==> src/rtl/i2c_pkg.sv <==
// Shared types and constants for the I2C register target.
// Holds the FSM state encoding and bus-level constants.
// No logic; imported by the target top.
package i2c_pkg;

  typedef enum logic [3:0] {
    ST_IDLE,
    ST_ADDR,
    ST_ADDR_ACK,
    ST_PTR,
    ST_PTR_ACK,
    ST_WR_DATA,
    ST_WR_ACK,
    ST_RD_DATA,
    ST_RD_ACK,
    ST_WAIT_STOP
  } i2c_tgt_state_e;

  localparam logic I2C_ACK           = 1'b0;
  localparam logic I2C_NACK          = 1'b1;
  localparam int   I2C_BITS_PER_BYTE = 8;

endpackage

==> src/rtl/i2c_line_sync.sv <==
// Synchronises SCL/SDA and derives SCL edges plus START/STOP conditions.
// Latency: SYNC_STAGES+1 clk from pin edge to registered event pulse.
// No backpressure: pulses are single-cycle and must be consumed immediately.
module i2c_line_sync #(
  parameter int SYNC_STAGES = 2
) (
  input  logic clk,
  input  logic rst_n,
  input  logic scl_i,
  input  logic sda_i,
  output logic scl_rise,
  output logic scl_fall,
  output logic start_det,
  output logic stop_det,
  output logic sda_s
);

  logic [SYNC_STAGES-1:0] r_scl_sync;
  logic [SYNC_STAGES-1:0] r_sda_sync;
  logic                   r_scl_prev;
  logic                   r_sda_prev;
  logic                   w_scl;
  logic                   w_sda;
  logic                   w_start;
  logic                   w_stop;

  assign w_scl   = r_scl_sync[SYNC_STAGES-1];
  assign w_sda   = r_sda_sync[SYNC_STAGES-1];
  // SCL must be high on both samples so an SCL edge is never mistaken for START/STOP
  assign w_start = w_scl & r_scl_prev & r_sda_prev & ~w_sda;
  assign w_stop  = w_scl & r_scl_prev & ~r_sda_prev & w_sda & ~w_start;

  // Synchroniser chain and registered edge/condition pulses; lines idle high
  always_ff @(posedge clk or negedge rst_n) begin
    if (!rst_n) begin
      r_scl_sync <= '1;
      r_sda_sync <= '1;
      r_scl_prev <= 1'b1;
      r_sda_prev <= 1'b1;
      scl_rise   <= 1'b0;
      scl_fall   <= 1'b0;
      start_det  <= 1'b0;
      stop_det   <= 1'b0;
      sda_s      <= 1'b1;
    end else begin
      r_scl_sync <= SYNC_STAGES'({r_scl_sync, scl_i});
      r_sda_sync <= SYNC_STAGES'({r_sda_sync, sda_i});
      r_scl_prev <= w_scl;
      r_sda_prev <= w_sda;
      scl_rise   <= w_scl & ~r_scl_prev;
      scl_fall   <= ~w_scl & r_scl_prev;
      start_det  <= w_start;
      stop_det   <= w_stop;
      sda_s      <= w_sda;
    end
  end

endmodule

==> src/rtl/i2c_target_regs.sv <==
// I2C target with a small byte register file and auto-incrementing pointer.
// Latency: bits sampled SYNC_STAGES+1 clk after SCL rise; SDA driven one clk after the SCL-fall event.
// No clock stretching: the target never holds the bus, it only ACKs/NACKs.
module i2c_target_regs
  import i2c_pkg::*;
#(
  parameter logic [6:0] TARGET_ADDR = 7'h20,
  parameter int         NUM_REGS    = 4,
  parameter int         SYNC_STAGES = 2,
  localparam int        PW          = $clog2(NUM_REGS)
) (
  input  logic          clk,
  input  logic          PRESETn,
  input  logic          scl_i,
  input  logic          sda_i,
  output logic          sda_oe,
  output logic [7:0]    saved_data,
  output logic          wr_valid,
  output logic          busy,
  output logic [PW-1:0] reg_ptr
);

  localparam logic [PW-1:0] PTR_ONE  = PW'(1);
  localparam logic [2:0]    LAST_BIT = 3'(I2C_BITS_PER_BYTE - 1);

  logic           w_scl_rise;
  logic           w_scl_fall;
  logic           w_start;
  logic           w_stop;
  logic           w_sda_s;
  logic [7:0]     w_byte;
  logic [7:0]     w_rd_byte;
  logic           w_rd_bit;
  logic           w_last_bit;
  logic           w_addr_hit;

  i2c_tgt_state_e r_state;
  logic [2:0]     r_bit_cnt;
  logic [6:0]     r_shift;
  logic           r_rw;
  logic           r_fall_d;
  logic           r_sda_oe;
  logic [7:0]     r_saved;
  logic           r_wr_valid;
  logic           r_busy;
  logic [PW-1:0]  r_reg_ptr;
  logic [7:0]     r_regs [NUM_REGS];

  i2c_line_sync #(
    .SYNC_STAGES(SYNC_STAGES)
  ) u_line_sync (
    .clk      (clk),
    .rst_n    (PRESETn),
    .scl_i    (scl_i),
    .sda_i    (sda_i),
    .scl_rise (w_scl_rise),
    .scl_fall (w_scl_fall),
    .start_det(w_start),
    .stop_det (w_stop),
    .sda_s    (w_sda_s)
  );

  // The 7 previously shifted bits plus the bit on the line form the complete byte
  assign w_byte     = {r_shift, w_sda_s};
  assign w_rd_byte  = r_regs[r_reg_ptr];
  assign w_rd_bit   = w_rd_byte[3'd7 - r_bit_cnt];
  assign w_last_bit = (r_bit_cnt == LAST_BIT);
  // General call (address 0) is never acknowledged
  assign w_addr_hit = (r_shift == TARGET_ADDR) && (r_shift != 7'd0);

  assign sda_oe     = r_sda_oe;
  assign saved_data = r_saved;
  assign wr_valid   = r_wr_valid;
  assign busy       = r_busy;
  assign reg_ptr    = r_reg_ptr;

  // Protocol FSM: bus conditions first, then bit sampling on SCL rise, then SDA drive after SCL fall
  always_ff @(posedge clk or negedge PRESETn) begin
    if (!PRESETn) begin
      r_state    <= ST_IDLE;
      r_bit_cnt  <= 3'd0;
      r_shift    <= 7'd0;
      r_rw       <= 1'b0;
      r_fall_d   <= 1'b0;
      r_sda_oe   <= 1'b0;
      r_saved    <= 8'h00;
      r_wr_valid <= 1'b0;
      r_busy     <= 1'b0;
      r_reg_ptr  <= '0;
      for (int i = 0; i < NUM_REGS; i++) r_regs[i] <= 8'h00;
    end else begin
      r_wr_valid <= 1'b0;
      r_fall_d   <= w_scl_fall;
      if (w_start) begin
        // Repeated START keeps the pointer so a pointer write can precede a read
        r_state   <= ST_ADDR;
        r_bit_cnt <= 3'd0;
        r_sda_oe  <= 1'b0;
      end else if (w_stop) begin
        r_state   <= ST_IDLE;
        r_bit_cnt <= 3'd0;
        r_sda_oe  <= 1'b0;
        r_busy    <= 1'b0;
      end else begin
        if (w_scl_rise) begin
          case (r_state)
            ST_ADDR: begin
              r_shift   <= w_byte[6:0];
              r_bit_cnt <= r_bit_cnt + 3'd1;
              if (w_last_bit) begin
                if (w_addr_hit) begin
                  r_state <= ST_ADDR_ACK;
                  r_rw    <= w_sda_s;
                  r_busy  <= 1'b1;
                end else begin
                  r_state <= ST_WAIT_STOP;
                end
              end
            end
            ST_ADDR_ACK: begin
              r_bit_cnt <= 3'd0;
              r_state   <= r_rw ? ST_RD_DATA : ST_PTR;
            end
            ST_PTR: begin
              r_shift   <= w_byte[6:0];
              r_bit_cnt <= r_bit_cnt + 3'd1;
              if (w_last_bit) begin
                r_reg_ptr <= w_byte[PW-1:0];
                r_state   <= ST_PTR_ACK;
              end
            end
            ST_PTR_ACK, ST_WR_ACK: begin
              r_bit_cnt <= 3'd0;
              r_state   <= ST_WR_DATA;
            end
            ST_WR_DATA: begin
              r_shift   <= w_byte[6:0];
              r_bit_cnt <= r_bit_cnt + 3'd1;
              if (w_last_bit) begin
                r_regs[r_reg_ptr] <= w_byte;
                r_saved           <= w_byte;
                r_wr_valid        <= 1'b1;
                r_reg_ptr         <= r_reg_ptr + PTR_ONE;
                r_state           <= ST_WR_ACK;
              end
            end
            ST_RD_DATA: begin
              r_bit_cnt <= r_bit_cnt + 3'd1;
              if (w_last_bit) begin
                r_reg_ptr <= r_reg_ptr + PTR_ONE;
                r_state   <= ST_RD_ACK;
              end
            end
            ST_RD_ACK: begin
              r_bit_cnt <= 3'd0;
              r_state   <= (w_sda_s == I2C_ACK) ? ST_RD_DATA : ST_WAIT_STOP;
            end
            default: ;
          endcase
        end
        // SDA only changes one clk after the SCL-fall event, giving hold time on the line
        if (r_fall_d) begin
          case (r_state)
            ST_ADDR_ACK, ST_PTR_ACK, ST_WR_ACK: r_sda_oe <= ~I2C_ACK;
            ST_RD_DATA:                         r_sda_oe <= ~w_rd_bit;
            default:                            r_sda_oe <= 1'b0;
          endcase
        end
      end
    end
  end

endmodule

==> config.mk <==
export PLATFORM = sky130hd
export DESIGN_NAME = i2c_target_regs
export DESIGN_NICKNAME = d
export VERILOG_FILES = /design/src/rtl/i2c_pkg.sv /design/src/rtl/i2c_line_sync.sv /design/src/rtl/i2c_target_regs.sv
export SDC_FILE = /design/constraint.sdc
export NUM_CORES = 1
export LEC_CHECK = 0
export BUFFER_PORTS_ARGS = -buffer_cell sky130_fd_sc_hd__buf_2
export CELL_PAD_IN_SITES_DETAIL_PLACEMENT = 1
export CELL_PAD_IN_SITES_GLOBAL_PLACEMENT = 1
export CORE_MARGIN = 10
export CORE_UTILIZATION = 46
export DETAILED_ROUTE_END_ITERATION = 16
export PLACE_DENSITY = 0.84
export RECOVER_POWER = 25
export SYNTH_ARGS = -nofsm -noshare
export SYNTH_HDL_FRONTEND = slang
export SYNTH_SLANG_ARGS = --single-unit
==> constraint.sdc <==
create_clock -name clk -period 1.9 [get_ports clk]
set_clock_uncertainty 0.2 [all_clocks]
set_input_delay 0.095 -clock clk [delete_from_list [all_inputs] [get_ports clk]]
set_output_delay 0.095 -clock clk [all_outputs]
set_load 0.1 [all_outputs]
# Word level (Yosys, flattened, before mapping)
# Cells that the tools add are included.
# Widths: inputs -> output; s select.
[totals]
ff_bits = 71
word_cells = 126
[classes]
reduce_logical = 25
order_cmp = 3
addsub = 3
n_bitwise = 17
n_mux = 40
n_eq_ne = 16
[ops]
columns = ["operator", "n"]
rows = [
  ["$mux 4", 9],
  ["$bwmux 32", 1],
  ["$pmux 4 s7", 1],
  ["$mux 8", 3],
  ["$reduce_and 6->1", 3],
  ["$bmux 8 s2", 1],
  ["$demux 8 s2", 1],
  ["$eq 4x3->1 const B", 4],
  ["$ne 4x2->1 const B", 4],
  ["$mux 1", 14],
  ["$mux 3", 4],
  ["$reduce_and 5->1", 2],
  ["$reduce_bool 2->1", 5],
  ["$reduce_bool 9->1", 1],
  ["$and 1x1->1", 8],
  ["$eq 4x2->1 const B", 2],
  ["$not 1->1", 8],
  ["$reduce_or 4->1", 2],
  ["$eq 7x6->1 const B", 1],
  ["$reduce_bool 7->1", 1],
  ["$pmux 3 s2", 1],
  ["$reduce_bool 3->1", 2],
  ["$reduce_or 3->1", 2],
  ["$eq 4x1->1 const B", 1],
  ["20 further kinds", 23],
]

# Depth between registers and ports, before layout
[depth]
depth_word = 11
mapped_depth = 7

# Hierarchy
# Synthesis repeated with hierarchy kept, for this count alone.
[hier_totals]
cells_unflattened = 251
hier_area_um2 = 3452.1
[modules_own_cells]
columns = ["mod", "instances", "cells_per_inst", "area_each_um2", "seq_area_each_um2"]
rows = [
  ["i2c_target_regs", 1, 237, 3161.8, 1526.5],
  ["i2c_line_sync", 1, 14, 290.3, 257.7],
]

# Worst setup path after synthesis
# No wires, ideal clock.
[synth_timing]
kind = "flip-flop to flip-flop"
start = "register r_reg_ptr[0] (netlist: reg_ptr[0])"
end = "register r_regs[24] (netlist name)"
period_less_slack_ns = 2.581
slack_ns = -0.681
stages_incl_launch_ff = 7
t_arrival_ns = 2.256
setup_time_ns = 0.125
required_time_ns = 1.575
cell_sequence = "dfrtp_1 > buf_2 > buf_4 > inv_1 > ha_1 > nand2_2 > mux2_2"
[synth_between]
elab_chain_len = 6
word_cells_on_any_way = 7
[synth_lines]
columns = ["item", "line", "source"]
rows = [
  ["from (decl)", "i2c_target_regs.sv:46", "logic [PW-1:0] r_reg_ptr;"],
  ["from (signal assigned)", "i2c_target_regs.sv:128", "r_reg_ptr <= w_byte[PW-1:0];"],
  ["from (signal assigned)", "i2c_target_regs.sv:143", "r_reg_ptr <= r_reg_ptr + PTR_ONE;"],
  ["from (signal assigned)", "i2c_target_regs.sv:150", "r_reg_ptr <= r_reg_ptr + PTR_ONE;"],
  ["$not 2->3 (not written as such) *", "i2c_target_regs.sv:140", "r_regs[r_reg_ptr] <= w_byte;"],
  ["$ge 3x3->1 (not written as such) / $lt 3x1->1 (equally long branches)", "i2c_target_regs.sv:140", ""],
  ["$logic_and 1x1->1 (not written as such)", "i2c_target_regs.sv:140", ""],
  ["$mux 8 (not written as such)", "i2c_target_regs.sv:140", ""],
  ["$demux 8 s2 *", "i2c_target_regs.sv:140", ""],
  ["$bwmux 32 *", "i2c_target_regs.sv:140", ""],
  ["to (signal, indexed assignment)", "i2c_target_regs.sv:140", ""],
  ["to (decl)", "i2c_target_regs.sv:47", "logic [7:0] r_regs [NUM_REGS];"],
]
# Every way passes the cells marked *; elsewhere a longest branch is shown, timed or not.
# A chain may end at the register's enable or synchronous reset.

# Worst setup path in the final report
[layout_timing]
start = "register u_line_sync.scl_rise"
end = "register r_rw"
[layout_between]
elab_chain_len = 1
[layout_lines]
columns = ["item", "line", "source"]
rows = [
  ["from (decl)", "i2c_line_sync.sv:11", "output logic scl_rise,"],
  ["from (signal assigned)", "i2c_line_sync.sv:50", "scl_rise <= w_scl & ~r_scl_prev;"],
  ["$reduce_and 6->1 (no line)", "n/a", ""],
  ["to (signal assigned)", "i2c_target_regs.sv:113", "r_rw <= w_sda_s;"],
  ["to (decl)", "i2c_target_regs.sv:40", "logic r_rw;"],
]
# No other way between the ends.

==> results by group <==
Outcome
  • Status: finished, violations left
  • Failing checks: negative setup slack

Yosys
  • Share of the yosys chip area belonging to registers: 52.43%
  • Syn Std Cell Area: roughly 3400 um2
  • Seq cells post-synth: 71
  • Syn nets: 264
  • Asr flop ratio synth: 100.0%
  • Cells after Synth: 254
  • Post-synth top flop: dfrtp_1
  • Number of distinct library cells after synthesis: 44
  • Mean Syn Cell Area: 13.40 um2
  • Synth area leaders: dfrtp_1 48%, mux2_2 11%, mux2_4 7.1%, mux2i_1 4.7%, dfstp_2 4.6%
  • Yosys top cell area share: 47.79%
  • Yosys top cell by area: dfrtp_1
  • Synthesis Warnings: 0
  • EDFF count, synth: 0

Setup path
  • WS Path Type: flop to flop
  • Startpoint Class: flop
  • Critical Path End Type: flop
  • CP Cell Sequence: buf_4 -> nand3b_1 -> nor3_4 -> nand3_2 -> mux2_4
  • Crit path launch: u_line_sync.scl_rise
  • CP delay by family, top: simple AND/OR/NAND/NOR gates
  • Worst path bufs/invs: 1
  • Maximum net fanout on the critical path: 3
  • CP max-delay cell: dfrtp_1
  • Worst flop-to-flop path startpoint: u_line_sync.scl_rise
  • CP Data Arrival Time: about 2100 ps
  • Max stage delay on crit path: ~510 ps
  • CP required: 1940 ps

STA
  • Worst slew pin tran: 1050 ps
  • Slew margin rel.: 30.02%
  • Unrepaired setup endpoints after global routing: yes
  • Hold WS: 160.1 ps
  • Max-slew violations: 0
  • Setup-failing EPs final: 54
  • Fmax: 0.4880 GHz
  • Fin crit share: 107.8%
  • Final Hold Viols: 0
  • Final WS setup: -149.1 ps
  • Tmin final: 2049 ps

Detailed routing
  • Wire per inst: 26.64 um
  • Wl on met1: roughly 4500 um
  • DR pass1 iterations: 5
  • ANT nets after route: 0
  • Vias/cell: a little over 6
  • DR WL met3: 673 um
  • DRC: 0
  • Routed WL: between 10000 and 15000 um
  • Highest metal used: met4
  • Met2 Wirelength: 5781 um
  • Iteration-0 DRC count of the detailed router: between 200 and 250
  • DR vias: roughly 2600

Run
  • Max-cap violations: 0

GRT
  • GRT Util Overall: roughly 18%
  • Number of global-route vias before repair: ~2700
  • First-pass GRT wire length: 15390 um
  • Initial antenna violation count: 0
  • Global route overflow: 0
  • Largest net degree at the start of global routing: 38

Floorplan
  • Initial core utilization: 47.17%
  • Die area: 11240 um2
  • Chip height: 106.0 um
  • Num rows: 31
  • I/O pin total: 17
  • Die width: roughly 110 um
  • CORE AREA: 7214 um2

Clock tree
  • H-tree Lvls: 3
  • Clk sinks: 71
  • Deepest clock path buffer count: 2
  • Clock Root Buffer: clkbuf_8
  • Total CTS buffers: 9
  • CTS tree: done
  • CTS clk-pin slew, worst paths: 80 ps
  • Clock latency on the worst-skew pair: 360 ps

Power and ir drop
  • P per Cell Area: 955.0 nW/um2
  • Sequential share of power: 42.2%
  • Sw Share: 35.23%
  • Max IR drop VDD: 0.8037 mV
  • Gate power share: between 30% and 40%
  • Leak Pwr: 2.070 nW
  • Int Pwr: 2.730 mW
  • Pwr Total: 4.216 mW
  • Clock network power share: a little over a quarter
  • Switching power: 1.485 mW

Worst hold path
  • Hold crit path type: flop to flop
  • Hold_sp: u_line_sync.r_sda_sync[0]

Place
  • Port buffer count: 16
  • DP HPWL: 6036 um
  • Placer Congestion: between 0.9 and 1

Cells and area
  • Nets: 334
  • Layout cells sized above 1: between 50% and 60%
  • Fill count: ~730
  • Layout Utilization: 61.19%
  • Area growth syn-to-layout: 29.71%
  • N_diodes: 0
-- cells in the mapped netlist, types with 3 or more instances --
master,number
a21oi_1,6
a31oi_1,7
buf_6,3
clkbuf_1,5
dfrtp_1,65
dfstp_2,6
ha_1,6
inv_1,6
mux2_2,33
mux2_4,16
mux2i_1,16
mux4_2,4
nand2_1,11
nand2_2,3
nand3_1,7
nor2_1,9
nor2b_1,5
nor3_1,3
nor3b_1,4
o21ai_0,6
-- final timing paths --
path | endpoint | cells after the start | slack [ps]
min reg2reg | u_line_sync.r_sda_sync[1] | 0 | 160
max reg2reg | r_rw | 5 | -150
min in group asynchronous | saved_data[2] | 2 | 240
min | u_line_sync.r_sda_sync[1] | 0 | 160
max | r_rw | 5 | -150
max in group asynchronous | saved_data[6] | 4 | 300
-- metrics by stage --
| step | area (um2) | setup slack [ps] | cells | setup TNS (ps) |
|---|---|---|---|---|
| after floorplan | 3457 | -80.02 | 254 | -1797 |
| after global placement | 3851 | -59.48 | 392 | -424.6 |
| after detailed placement | 3851 | -142.6 | 392 | -1587 |
| after CTS | 4224 | -41.66 | 421 | -49.47 |
| after global routing | 4414 | -142.1 | 428 | -3988 |
| final | 4414 | -149.1 | 428 | -2395 |
-- layout make-up --
cell class / instances / area, um2 / area share [%]
Sequential cell: 71 / 1793 / 40.62
Multi-Input combinational cell: 163 / 1719 / 38.95
Timing Repair Buffer: 72 / 575.6 / 13.04
Clock buffer: 13 / 158.9 / 3.600
Tap cell: 99 / 123.9 / 2.806
Inverter: 7 / 26.28 / 0.5952
Clock inverter: 3 / 17.52 / 0.3968
-- per-layer routing --
| layer | vias up | global-route usage [%] |
|---|---|---|
| met5 | - | 0 |
| met4 | 0 | 6.286 |
| met3 | 36 | 4.650 |
| met2 | 126 | 30.39 |
| met1 | 1373 | 20.38 |
| li1 | 1062 | - |
-- layout by cell type, fill, tap and decap left out, types with 3 or more instances in the layout --
cell           instances
dfrtp_1               62
buf_12                 4
a21oi_1                4
dfstp_2                6
nor2b_1                5
nand2_8                3
nor2_1                 6
clkbuf_8              11
nand3_2                3
buf_2                 15
dlygate4sd3_1          3
nand3_1                4
buf_4                 44
mux2_2                25
a31oi_1                6
clkbuf_1               3
nor3b_1                3
ha_4                   4
mux4_2                 4
inv_1                  5
nand2_1                9
buf_6                  5
o21ai_0                6
mux2i_1               14
mux2_4                25
-- power by group through the flow --
| stage | Combinational [mW] | Clock, mW | Sequential [mW] |
|---|---|---|---|
| final | 1.30 | 1.14 | 1.78 |
| after global routing | 1.35 | 1.21 | 1.78 |
| after CTS | 1.06 | 1.12 | 1.75 |
| after detailed placement | 0.987 | 0 | 1.76 |
| after global placement | 0.941 | 0 | 1.74 |
| after floorplan | 0.516 | 0 | 1.78 |
-- state kept, by name (all words and copies together), names as in the netlist, 2 cells and up --
register	flops
u_line_sync.r_scl_sync	2
r_bit_cnt	3
r_regs	32
saved_data	8
reg_ptr	2
r_shift	7
r_state	4
u_line_sync.r_sda_sync	2
-- cell families (layout without fill, tap and decap cells) --
kind of cell	Yosys count	in the layout	synth area share [%]
flops	71	71	52.43
mux	70	70	25.66
simple gates	57	57	10.81
compound gates	29	29	5.478
buf+inv	20	95	3.161
fa+ha+maj	6	6	2.206
xor+xnor	1	1	0.2574
-- timing repair --
| item | 4_1_cts | 5_1_grt |
|---|---|---|
| resized for setup | 17 | 28 |
| gates cloned | 0 | 0 |
| pin swaps | 4 | 9 |
| setup buffers | 10 | 7 |
| hold endpoints to repair | 53 | 0 |
| hold buffers | 3 | 0 |
| endpoints found under the setup margin | 49 | 54 |
(Power assumes the default switching activity.)
